### src/rtl/cook_sequencer_pkg.sv
// rtl/cook_sequencer_pkg.sv - shared types and constants for the cook sequencer
// Purpose: FSM state encoding, BCD digit/time widths, power clamp helper.
// Ports: none (package).
package cook_sequencer_pkg;

  localparam int DIGIT_W = 4;
  localparam int TIME_W  = 4 * DIGIT_W;

  localparam logic [DIGIT_W-1:0] MAX_POWER = 4'd10;

  typedef enum logic [2:0] {
    ST_IDLE  = 3'd0,
    ST_ENTRY = 3'd1,
    ST_COOK  = 3'd2,
    ST_PAUSE = 3'd3,
    ST_DONE  = 3'd4
  } state_t;

  function automatic logic [DIGIT_W-1:0] clamp_power(input logic [DIGIT_W-1:0] lvl);
    return (lvl > MAX_POWER) ? MAX_POWER : lvl;
  endfunction

endpackage

### src/rtl/cook_sequencer_if.sv
// rtl/cook_sequencer_if.sv - panel/status bundle between the control panel and the sequencer
// Purpose: groups keypad, buttons, door, power inputs and status outputs.
// Ports: master = panel side (drives inputs, reads status); slave = sequencer side.
interface cook_sequencer_if;
  import cook_sequencer_pkg::*;

  logic               key_valid;
  logic [DIGIT_W-1:0] key_digit;
  logic               startn;
  logic               stopn;
  logic               clearn;
  logic               door_closed;
  logic [DIGIT_W-1:0] power_lvl;
  logic               mag_on;
  logic               timer_done;
  logic [TIME_W-1:0]  time_bcd;
  logic [2:0]         state;

  modport master (
    output key_valid, key_digit, startn, stopn, clearn, door_closed, power_lvl,
    input  mag_on, timer_done, time_bcd, state
  );

  modport slave (
    input  key_valid, key_digit, startn, stopn, clearn, door_closed, power_lvl,
    output mag_on, timer_done, time_bcd, state
  );

endinterface

### src/rtl/cook_sequencer_bcd_down_counter.sv
// rtl/cook_sequencer_bcd_down_counter.sv - 4-digit MM:SS BCD register with load, shift-in and decrement
// Purpose: holds entered/remaining time; seconds borrow from minutes (00 -> 59).
// Ports: clk, resetn (async low), load/load_value, shift_en/shift_digit, dec, value, zero.
module bcd_down_counter
  import cook_sequencer_pkg::*;
(
  input  logic               clk,
  input  logic               resetn,
  input  logic               load,
  input  logic [TIME_W-1:0]  load_value,
  input  logic               shift_en,
  input  logic [DIGIT_W-1:0] shift_digit,
  input  logic               dec,
  output logic [TIME_W-1:0]  value,
  output logic               zero
);

  logic [TIME_W-1:0] cnt;
  logic [TIME_W-1:0] dec_value;

  // Ripple borrow through the digits; seconds tens wraps to 5, others to 9.
  always_comb begin
    dec_value = cnt;
    if (cnt[3:0] != 4'd0) begin
      dec_value[3:0] = cnt[3:0] - 4'd1;
    end else begin
      dec_value[3:0] = 4'd9;
      if (cnt[7:4] != 4'd0) begin
        dec_value[7:4] = cnt[7:4] - 4'd1;
      end else begin
        dec_value[7:4] = 4'd5;
        if (cnt[11:8] != 4'd0) begin
          dec_value[11:8] = cnt[11:8] - 4'd1;
        end else begin
          dec_value[11:8]  = 4'd9;
          dec_value[15:12] = cnt[15:12] - 4'd1;
        end
      end
    end
  end

  always_ff @(posedge clk or negedge resetn) begin
    if (!resetn) begin
      cnt <= '0;
    end else if (load) begin
      cnt <= load_value;
    end else if (shift_en) begin
      cnt <= {cnt[TIME_W-DIGIT_W-1:0], shift_digit};
    end else if (dec && !zero) begin
      cnt <= dec_value;
    end
  end

  assign value = cnt;
  assign zero  = (cnt == '0);

endmodule

### src/rtl/cook_sequencer.sv
// rtl/cook_sequencer.sv - microwave cook sequencer top: buttons, FSM, prescaler, duty window
// Purpose: time entry, countdown in one-second ticks, power duty cycling, door interlock.
// Ports: clk, resetn (async low), bus (cook_sequencer_if.slave: keypad/buttons/door/power in, mag_on/timer_done/time_bcd/state out).
module cook_sequencer
  import cook_sequencer_pkg::*;
#(
  parameter int CLK_HZ     = 50_000_000,
  parameter int PWR_WINDOW = 10
) (
  input  logic                 clk,
  input  logic                 resetn,
  cook_sequencer_if.slave      bus
);

  localparam int PRESC_W = $clog2(CLK_HZ + 1);
  localparam int WIN_W   = $clog2(PWR_WINDOW + 1);
  localparam logic [PRESC_W-1:0] PRESC_LAST = PRESC_W'(CLK_HZ - 1);
  localparam logic [WIN_W-1:0]   WIN_LAST   = WIN_W'(PWR_WINDOW - 1);

  state_t             state, state_next;
  logic               start_q, stop_q, clear_q;
  logic [PRESC_W-1:0] presc;
  logic [WIN_W-1:0]   win, win_next;
  logic               mag_en, mag_en_next, done_q;
  logic [TIME_W-1:0]  time_bcd;
  logic               time_zero;

  logic start_ev, stop_ev, clear_ev, key_ok, door_evt;
  logic stop_act, start_act, key_act, start_ok, tick, last_sec;
  logic bcd_load, bcd_shift, bcd_dec, cook_entry, cook_stay;

  assign start_ev = start_q & ~bus.startn;
  assign stop_ev  = stop_q  & ~bus.stopn;
  assign clear_ev = clear_q & ~bus.clearn;
  assign key_ok   = bus.key_valid && (bus.key_digit <= 4'd9);

  // Door open only has an action in COOK and DONE, so it only outranks the
  // lower-priority events there; time entry with the door open still works.
  assign door_evt  = ~bus.door_closed && (state == ST_COOK || state == ST_DONE);
  assign stop_act  = !clear_ev && !door_evt && stop_ev;
  assign start_act = !clear_ev && !door_evt && !stop_ev && start_ev;
  assign key_act   = !clear_ev && !door_evt && !stop_ev && !start_ev && key_ok;

  assign start_ok = bus.door_closed && !time_zero && (time_bcd[7:4] <= 4'd5);
  assign tick     = (state == ST_COOK) && (presc == PRESC_LAST);
  assign last_sec = (time_bcd == TIME_W'(1));

  always_ff @(posedge clk or negedge resetn) begin
    if (!resetn) state <= ST_IDLE;
    else         state <= state_next;
  end

  always_comb begin
    state_next = state;
    if (clear_ev) begin
      state_next = ST_IDLE;
    end else begin
      case (state)
        ST_IDLE:  if (key_act) state_next = ST_ENTRY;
        ST_ENTRY: begin
          if (stop_act)                   state_next = ST_IDLE;
          else if (start_act && start_ok) state_next = ST_COOK;
        end
        ST_COOK: begin
          if (door_evt || stop_act) state_next = ST_PAUSE;
          else if (tick && last_sec) state_next = ST_DONE;
        end
        ST_PAUSE: begin
          if (stop_act)                   state_next = ST_IDLE;
          else if (start_act && start_ok) state_next = ST_COOK;
        end
        ST_DONE: begin
          if (door_evt || stop_act) state_next = ST_IDLE;
          else if (key_act)         state_next = ST_ENTRY;
        end
        default: state_next = ST_IDLE;
      endcase
    end
  end

  always_comb begin
    bcd_load   = clear_ev || (stop_act && (state == ST_ENTRY || state == ST_PAUSE));
    bcd_shift  = key_act && (state == ST_IDLE || state == ST_ENTRY || state == ST_DONE);
    cook_entry = (state != ST_COOK) && (state_next == ST_COOK);
    cook_stay  = (state == ST_COOK) && (state_next == ST_COOK);
    // The final tick leaves COOK for DONE but must still reach 00:00.
    bcd_dec    = tick && (state_next == ST_COOK || state_next == ST_DONE);
    win_next   = win;
    if (cook_entry)            win_next = '0;
    else if (cook_stay && tick) win_next = (win == WIN_LAST) ? '0 : win + 1'b1;
    mag_en_next = (state_next == ST_COOK) &&
                  (32'(win_next) < 32'(clamp_power(bus.power_lvl)));
  end

  always_ff @(posedge clk or negedge resetn) begin
    if (!resetn) begin
      start_q <= 1'b1;
      stop_q  <= 1'b1;
      clear_q <= 1'b1;
      presc   <= '0;
      win     <= '0;
      mag_en  <= 1'b0;
      done_q  <= 1'b0;
    end else begin
      start_q <= bus.startn;
      stop_q  <= bus.stopn;
      clear_q <= bus.clearn;
      if (cook_entry)     presc <= '0;
      else if (cook_stay) presc <= tick ? '0 : presc + 1'b1;
      win     <= win_next;
      mag_en  <= mag_en_next;
      done_q  <= (state_next == ST_DONE);
    end
  end

  bcd_down_counter u_time (
    .clk         (clk),
    .resetn      (resetn),
    .load        (bcd_load),
    .load_value  ({TIME_W{1'b0}}),
    .shift_en    (bcd_shift),
    .shift_digit (bus.key_digit),
    .dec         (bcd_dec),
    .value       (time_bcd),
    .zero        (time_zero)
  );

  // Door gate is combinational so an opening door cuts power without a clock edge.
  assign bus.mag_on     = mag_en & bus.door_closed;
  assign bus.timer_done = done_q;
  assign bus.time_bcd   = time_bcd;
  assign bus.state      = state;

endmodule
### src/flat_wrapper.sv
// flat-port wrapper written by rule: the top's interface ports become plain ports
module cook_sequencer_flat import cook_sequencer_pkg::*;
#(
  parameter int CLK_HZ     = 50_000_000,
  parameter int PWR_WINDOW = 10
)
  (clk, resetn, bus_key_valid, bus_key_digit, bus_startn, bus_stopn, bus_clearn, bus_door_closed, bus_power_lvl, bus_mag_on, bus_timer_done, bus_time_bcd, bus_state);
  cook_sequencer_if bus_i ();
  input  logic clk;
  input  logic resetn;
  input wire logic [$bits(bus_i.key_valid)-1:0] bus_key_valid;
  input wire logic [$bits(bus_i.key_digit)-1:0] bus_key_digit;
  input wire logic [$bits(bus_i.startn)-1:0] bus_startn;
  input wire logic [$bits(bus_i.stopn)-1:0] bus_stopn;
  input wire logic [$bits(bus_i.clearn)-1:0] bus_clearn;
  input wire logic [$bits(bus_i.door_closed)-1:0] bus_door_closed;
  input wire logic [$bits(bus_i.power_lvl)-1:0] bus_power_lvl;
  output wire logic [$bits(bus_i.mag_on)-1:0] bus_mag_on;
  output wire logic [$bits(bus_i.timer_done)-1:0] bus_timer_done;
  output wire logic [$bits(bus_i.time_bcd)-1:0] bus_time_bcd;
  output wire logic [$bits(bus_i.state)-1:0] bus_state;
  assign bus_i.key_valid = bus_key_valid;
  assign bus_i.key_digit = bus_key_digit;
  assign bus_i.startn = bus_startn;
  assign bus_i.stopn = bus_stopn;
  assign bus_i.clearn = bus_clearn;
  assign bus_i.door_closed = bus_door_closed;
  assign bus_i.power_lvl = bus_power_lvl;
  assign bus_mag_on = bus_i.mag_on;
  assign bus_timer_done = bus_i.timer_done;
  assign bus_time_bcd = bus_i.time_bcd;
  assign bus_state = bus_i.state;
  cook_sequencer #(.CLK_HZ(CLK_HZ), .PWR_WINDOW(PWR_WINDOW)) u_core (.clk(clk), .resetn(resetn), .bus(bus_i));
endmodule
### config.mk
export PLATFORM = sky130hd
export DESIGN_NAME = cook_sequencer_flat
export DESIGN_NICKNAME = d
export VERILOG_FILES = /design/src/rtl/cook_sequencer_pkg.sv /design/src/rtl/cook_sequencer_if.sv /design/src/rtl/cook_sequencer_bcd_down_counter.sv /design/src/rtl/cook_sequencer.sv /design/src/flat_wrapper.sv
export SDC_FILE = /design/constraint.sdc
export NUM_CORES = 1
export LEC_CHECK = 0
export CELL_PAD_IN_SITES_DETAIL_PLACEMENT = 0
export CELL_PAD_IN_SITES_GLOBAL_PLACEMENT = 2
export CORE_UTILIZATION = 32
export DETAILED_ROUTE_END_ITERATION = 12
export PLACE_DENSITY = 0.77
export SLEW_MARGIN = 20
export SYNTH_ARGS = -nofsm -noshare
export SYNTH_HDL_FRONTEND = slang
export SYNTH_HIERARCHICAL = 1
export SYNTH_SLANG_ARGS = --single-unit
### constraint.sdc
create_clock -name clk -period 3.85 [get_ports clk]
set_clock_uncertainty 0.15 [all_clocks]
set_input_delay 0.9625 -clock clk [delete_from_list [all_inputs] [get_ports clk]]
set_output_delay 0.9625 -clock clk [all_outputs]
set_load 0.1 [all_outputs]
==> results of run 1 <==
[power breakdown]
| part | total (mW) | switching, mW | leakage [nW] | internal, mW |
|---|---|---|---|---|
| Combinational | 1.04 | 0.735 | 1.24 | 0.308 |
| Clock | 0.497 | 0.235 | 0.0770 | 0.262 |
| Sequential | 0.835 | 0.159 | 0.673 | 0.676 |
[cell type report]
cell class,count,area share (%)
inverter,18,1.44
timing repair buffer,83,14.7
sequential,54,29.5
clock inverter,2,0.374
tap,140,3.74
multi-input combinational,327,47.3
clock buffer,6,2.97
[flip-flops by register name (all words and copies together) (netlist names)]
| register | count |
|---|---|
| u_core/bus.state | 3 |
| u_core/bus.timer_done | 1 |
| u_core/clear_q | 1 |
| u_core/mag_en | 1 |
| u_core/presc | 26 |
| u_core/start_q | 1 |
| u_core/stop_q | 1 |
| u_core/u_time/value | 16 |
| u_core/win | 4 |
[what timing repair did]
item / CTS / global route
gates resized for setup: 0 / 4
setup endpoints to repair: 0 / 3
hold endpoints to repair: 0 / 0
buffers inserted: 0 / 1
[worst paths after layout]
check / start / endpoint / depth (start not counted)
min in group asynchronous: resetn / u_core/presc[5] / 1
max: u_core/u_time/value[12] / u_core/u_time/value[6] / 15
max in group asynchronous: resetn / u_core/stop_q / 2
min: u_core/presc[6] / u_core/presc[6] / 1
min reg2reg: u_core/presc[6] / u_core/presc[6] / 1
max reg2reg: u_core/u_time/value[12] / u_core/u_time/value[6] / 15
[Yosys cell counts (4+ instances only)]
cell | number | area [µm²]
dfrtp_1 | 51 | 1280
nand2_1 | 31 | 116
nor2_1 | 27 | 101
nand3_1 | 25 | 125
inv_1 | 18 | 67.6
o21ai_0 | 17 | 85.1
nor3_1 | 14 | 70.1
o22ai_1 | 13 | 81.3
a31oi_1 | 12 | 75.1
a21oi_1 | 11 | 55.1
a211oi_1 | 10 | 75.1
a22o_1 | 9 | 78.8
nand2b_1 | 8 | 50.1
nand4_1 | 8 | 50.1
and3_1 | 7 | 43.8
clkbuf_1 | 7 | 26.3
a211o_1 | 6 | 52.6
ha_1 | 6 | 75.1
nor4_1 | 6 | 37.5
or3_1 | 6 | 37.5
buf_2 | 5 | 25.0
mux2i_1 | 5 | 50.1
nor2b_1 | 5 | 31.3
a21o_1 | 4 | 30.0
and2_1 | 4 | 25.0
mux2_2 | 4 | 45.0
nand3b_1 | 4 | 30.0
o21ai_1 | 4 | 20.0
o2bb2ai_1 | 4 | 35.0
or2_2 | 4 | 25.0
[worst reg2reg max path: stages, from the launching register on]
cell and delay [ns]:
dfrtp_4 0.51, inv_2 0.07, ha_1 0.18, nor3b_4 0.25
nand3_2 0.15, nor4_4 0.28, nor4b_4 0.08, a31oi_1 0.25
nor2_1 0.06, o221ai_1 0.27, nor2_2 0.09, o21ba_2 0.23
nor3b_4 0.17, buf_4 0.18, a31oi_2 0.24, mux2_2 0.36
[cells by family (layout without fill, tap and decap cells)]
kind of cell | after synthesis | after routing | synth area share, %
and+or+nand+nor | 174 | 174 | 28.8
muxes | 9 | 9 | 2.64
adders and majority gates | 6 | 6 | 2.08
AOI/OAI and AO/OA | 115 | 115 | 22.9
xor gates and xnor gates | 6 | 6 | 1.46
other | 1 | 17 | 0.104
DFF | 54 | 54 | 37.6
buffers and inverters | 35 | 109 | 4.54
[per-layer routing]
| metal | global-route usage [%] | wire length, µm |
|---|---|---|
| met1 | 24.4 | 5020 |
| met3 | 3.86 | 331 |
| met2 | 32.5 | 4990 |
| met5 | 0 | 0 |
| met4 | 4.99 | 127 |
[per-stage QoR]
step	std cells	setup TNS [ns]	worst slack (ns)	power, mW	utilization, %
after floorplan	416	0	0.00453	1.57	-
after global placement	621	-0.696	-0.166	1.88	41.2
after detailed placement	621	-1.24	-0.178	1.88	41.2
after CTS	629	0	0.139	2.39	42.6
after global routing	630	0	0.0360	2.49	42.8
final	630	0	0.204	2.37	42.8
==> out/metrics.csv, run 1 <==
metric,value,unit
status,"finished, final reports clean",
"slowest stage delay, CP",0.51,ns
CORE AREA,0.0109,mm²
Initial Utilization,33.0,%
"Max stage delay cell, worst path",dfrtp_4,
"Top FF cell, synth",dfrtp_1,
Reg area,0.00138,mm²
number of synthesized flops with an enable pin,0,
Num Clock Sinks,54,
clock tree buffer depth,2,
"Seq/Total Area, Yosys",37.6,%
PortBufs,35,
post-synth cell types,71,
synthesized area,0.00361,mm²
number of global-route vias before repair,3369,
"FFs w/ async S/R, synth",100,%
antenna violations before repair,0,
#FFs+latches synth,54,
"Reg clk slew, reported paths",0.08,ns
area grow syn2layout,29.7,%
CTS tree,done,
# IOs,36,
max-cap violations,0,
DRC viols,0,
H-tree depth,2,
CP Capture Type,register,
vias,3461,
"CP delay by family, top",simple AND/OR/NAND/NOR gates,
Post-Place Cell Area,0.00450,mm²
Mapped Cells,400,
clock latency on the worst-skew pair,0.31,ns
Iter 0 DRT Violations,133,
WL per Instance,16.6,µm
Fin. Hold Viols,0,
Chip Height,108,µm
Final Instance Area,0.00468,mm²
Via density,5.49,
largest net degree at the start of global routing,31,
Max rail drop VDD,0.449,mV
flop2flop setup slack,0.20,ns
die area,0.0117,mm²
Max-Slew Margin vs Limit,35.9,%
clk root buf,clkbuf_16,
WP buf/inv,2,
cell breakdown of the critical path,inv_2 -> ha_1 -> nor3b_4 -> nand3_2 -> nor4_4 -> nor4b_4 -> a31oi_1 -> nor2_1 -> o221ai_1 -> nor2_2 -> o21ba_2 -> nor3b_4 -> buf_4 -> a31oi_2 -> mux2_2,
Worst EP arrival,3.69,ns
RSZ-0062 raised after global routing,false,
cts hold-fix bufs,0,
Max Clk Rate,274,MHz
PD cells,507,mW/mm²
CP required,3.89,ns
HP Class,register to register,
Post-Route WL,10.5,mm
crit path time final,3.65,ns
remaining antenna violation count,0,
crit-path max FO,7,
first-pass GRT wire length,17.2,mm
"Remaining Overflow, GRT",0,
final period utilization,94.7,%
drt first pass iters,4,
fin nets,510,
Post-Syn Area per Cell,9.02,µm²
final setup fails,0,
crit-path most repeated cell,nor3b_4,
Setup CP Type,register to register,
# rows,38,
Max Slew Vio Count,0,
most frequent cells in the layout,"65 x buf_4, 36 x dfrtp_1, 31 x nand2_1, 26 x nor2_1, 24 x nand3_1",
leakage,1.99,nW
routability cong.,0.834,
Tot GR Track Use,19.1,%
Horiz. Die Dim,108,µm
layout cell share with drive strength beyond 1,26.3,%
Tightest Pin Transition,0.959,ns
Num CTS Buffers,5,
post-DP HPWL,7.63,mm
diode count,0,
Worst Hold Slack,0.329,ns
Startpoint Class,register,
fillers,1116,
Ys Warns,6,
area occupied by multi-input gates,0.00222,mm²
"most common cell after layout, fill and taps aside",buf_4,
No activity file was read; power rests on OpenSTA's default activity.
==> run 2: changes to the inputs <==
CORE_UTILIZATION = 36   (was 32)
PLACE_DENSITY = 0.82   (was 0.77)
clock period = 3.9 ns   (was 3.85 ns; I/O delays follow)
==> run 2 against run 1 <==
Against the previous run:
- final area decreased by 2.4%
- combinational power about the same
- routed wire length decreased by 2.2%
- total power decreased by 2.0%
- critical path depth unchanged
- hold slack improved by 0.021 ns
- largest cell class unchanged
- die area decreased by 11%
- sequential power decreased by 0.8%
- first-iteration DRC count decreased by 11%
- via count decreased by 1.9%
- highest routed layer unchanged
==> out/metrics.csv, run 2 (synthesized netlist as in run 1, its figures left out) <==
metric,value,unit,change
status,"finished, final reports clean",,unchanged
first-pass GRT wire length,17.0,mm,was 17.2 mm
Startpoint Class,register,,unchanged
CORE AREA,0.00973,mm²,was 0.0109 mm²
final period utilization,93.7,%,was 94.7%
Num CTS Buffers,5,,unchanged
crit-path max FO,9,,was 7
Num Clock Sinks,54,,unchanged
max-cap violations,0,,unchanged
CP Capture Type,register,,unchanged
total routed wire length on the met1 layer,5.09,mm,was 5.02 mm
fillers,982,,was 1116
Reg area,0.00138,mm²,unchanged
drt first pass iters,6,,was 4
final core utilization,47.0,%,was 42.8%
Horiz. Die Dim,102,µm,was 108 µm
fin nets,500,,was 510
most frequent cells in the layout,"56 x buf_4, 36 x dfrtp_1, 31 x nand2_1, 27 x nor2_1, 24 x nand3_1",,"was 65 x buf_4, 36 x dfrtp_1, 31 x nand2_1, 26 x nor2_1, 24 x nand3_1"
Biggest register,u_core/presc,,unchanged
Finished Layout Cells,613,,was 630
PD cells,509,mW/mm²,was 507 mW/mm²
layout cell share with drive strength beyond 1,24.0,%,was 26.3%
flop2flop setup slack,0.25,ns,was 0.20 ns
H-tree depth,2,,unchanged
Worst EP arrival,3.71,ns,was 3.69 ns
Setup Buffers After CTS,0,,unchanged
Max-Slew Margin vs Limit,35.9,%,about the same
WP buf/inv,2,,unchanged
die area,0.0104,mm²,was 0.0117 mm²
"CP delay by family, top",simple AND/OR/NAND/NOR gates,,unchanged
Setup CP Type,register to register,,unchanged
remaining antenna violation count,0,,unchanged
Max Slew Vio Count,0,,unchanged
Hold Path Depth,1,,unchanged
R2R depth,15,,unchanged
cts hold-fix bufs,0,,unchanged
"Max stage delay cell, worst path",dfrtp_4,,unchanged
highest routed layer,met4,,unchanged
RR Endpoint,u_core/u_time/value[6],,unchanged
Iter 0 DRT Violations,118,,was 133
DRC viols,0,,unchanged
r2r startpoint,u_core/u_time/value[12],,unchanged
final setup fails,0,,unchanged
Tightest Pin Transition,0.959,ns,about the same
area grow syn2layout,26.6,%,was 29.7%
"Remaining Overflow, GRT",0,,unchanged
clk root buf,clkbuf_8,,was clkbuf_16
"most common cell after layout, fill and taps aside",buf_4,,unchanged
Via density,5.54,,was 5.49
vias,3396,,was 3461
# IOs,36,,unchanged
routability cong.,0.840,,was 0.834
Placed Cells incl. Taps,605,,was 621
HP Class,register to register,,unchanged
Post-Route WL,10.2,mm,was 10.5 mm
Critical Path End,u_core/u_time/value[6],,unchanged
"Reg clk slew, reported paths",0.11,ns,was 0.08 ns
"slowest stage delay, CP",0.52,ns,was 0.51 ns
WL per Instance,16.7,µm,was 16.6 µm
RSZ-0062 raised after global routing,false,,unchanged
routed wl met2,4.74,mm,was 4.99 mm
Max rail drop VDD,0.389,mV,was 0.449 mV
number of global-route vias before repair,3222,,was 3369
area occupied by multi-input gates,0.00221,mm²,was 0.00222 mm²
crit path time final,3.65,ns,about the same
clock latency on the worst-skew pair,0.31,ns,about the same
# rows,36,,was 38
diode count,0,,unchanged
largest net degree at the start of global routing,37,,was 31
setup TNS,0,ns,unchanged
Stages on worst setup path,15,,unchanged
Fin. Hold Viols,0,,unchanged
antenna violations before repair,0,,unchanged
Tot GR Track Use,20.8,%,was 19.1%
cell breakdown of the critical path,inv_1 -> ha_1 -> nor3b_4 -> nand3_2 -> nor4_4 -> nor4b_4 -> a31oi_2 -> nor2_1 -> o221ai_1 -> nor2_1 -> o21ba_2 -> nor3b_4 -> buf_4 -> a31oi_1 -> mux2_2,,was inv_2 -> ha_1 -> nor3b_4 -> nand3_2 -> nor4_4 -> nor4b_4 -> a31oi_1 -> nor2_1 -> o221ai_1 -> nor2_2 -> o21ba_2 -> nor3b_4 -> buf_4 -> a31oi_2 -> mux2_2
Chip Height,102,µm,was 108 µm
met3 wire length,355,µm,was 331 µm
leakage,1.93,nW,was 1.99 nW
PortBufs,35,,unchanged
Worst Setup SP,u_core/u_time/value[12],,unchanged
Initial Utilization,37.1,%,was 33.0%
CTS tree,done,,unchanged
post-DP HPWL,7.34,mm,was 7.63 mm
clock tree buffer depth,2,,unchanged
Max Clk Rate,274,MHz,about the same
Largest register FFs,26,,unchanged
CP required,3.95,ns,was 3.89 ns
[run 2: cell types whose count changed in the layout (fill, tap and decap cells not counted), moves of 2 or more]
cell / change
buf_4: -9
bufinv_16: +2
clkbuf_16: -5
clkbuf_8: +5
clkinv_4: -2
inv_1: +2
inv_2: -2
[run 2: layer usage]
layer  vias to the layer above  track usage, %
li1                       1662               -
met4                         0            3.30
met3                         5            3.56
met5                         -               0
met2                        53            33.5
met1                      1676            29.7
[run 2: final cells by class]
type / count / share of cell area [%]
Inverter: 18 / 1.48
Timing Repair Buffer: 73 / 13.3
Multi-Input combinational cell: 327 / 48.3
Clock inverter: 2 / 1.31
Tap cell: 133 / 3.64
Clock buffer: 6 / 1.81
Sequential cell: 54 / 30.2
[run 2: power by group]
part | switching (mW) | total [mW] | internal (mW)
Sequential | 0.161 | 0.828 | 0.667
Combinational | 0.723 | 1.03 | 0.304
Clock | 0.198 | 0.472 | 0.274
[run 2: worst register-to-register path, delay by kind of cell, from the launching register on]
kind	cells	cell delay, ns
DFF	1	0.52
AOI/OAI and AO/OA	4	0.96
adders and majority gates	1	0.19
buffers and inverters	2	0.28
and+or+nand+nor	7	1.08
muxes	1	0.38
[run 2: what timing repair did]
| action | in CTS | in global routing |
|---|---|---|
| setup endpoints to repair | 0 | 11 |
| resized for setup | 0 | 4 |
| endpoints found under the hold margin | 0 | 0 |
[run 2: worst min-delay path by stage]
stage	endpoint	from	slack, ns
floorplan	u_core/presc[6]	u_core/presc[6]	0.30
global placement	u_core/presc[6]	u_core/presc[6]	0.34
detailed placement	u_core/presc[6]	u_core/presc[6]	0.34
CTS	u_core/presc[6]	u_core/presc[6]	0.36
global route	u_core/presc[6]	u_core/presc[6]	0.40
finish	u_core/presc[6]	u_core/presc[6]	0.35
[run 2: through the flow]
step	total power [mW]	worst slack, ns	cell area, µm²	hold WS, ns
floorplan	1.54	-0.0136	3740	0.304
global placement	1.85	-0.0947	4410	0.343
detailed placement	1.86	-0.170	4410	0.341
CTS	2.34	0.159	4550	0.358
global route	2.45	0.00177	4570	0.403
finish	2.33	0.245	4570	0.351
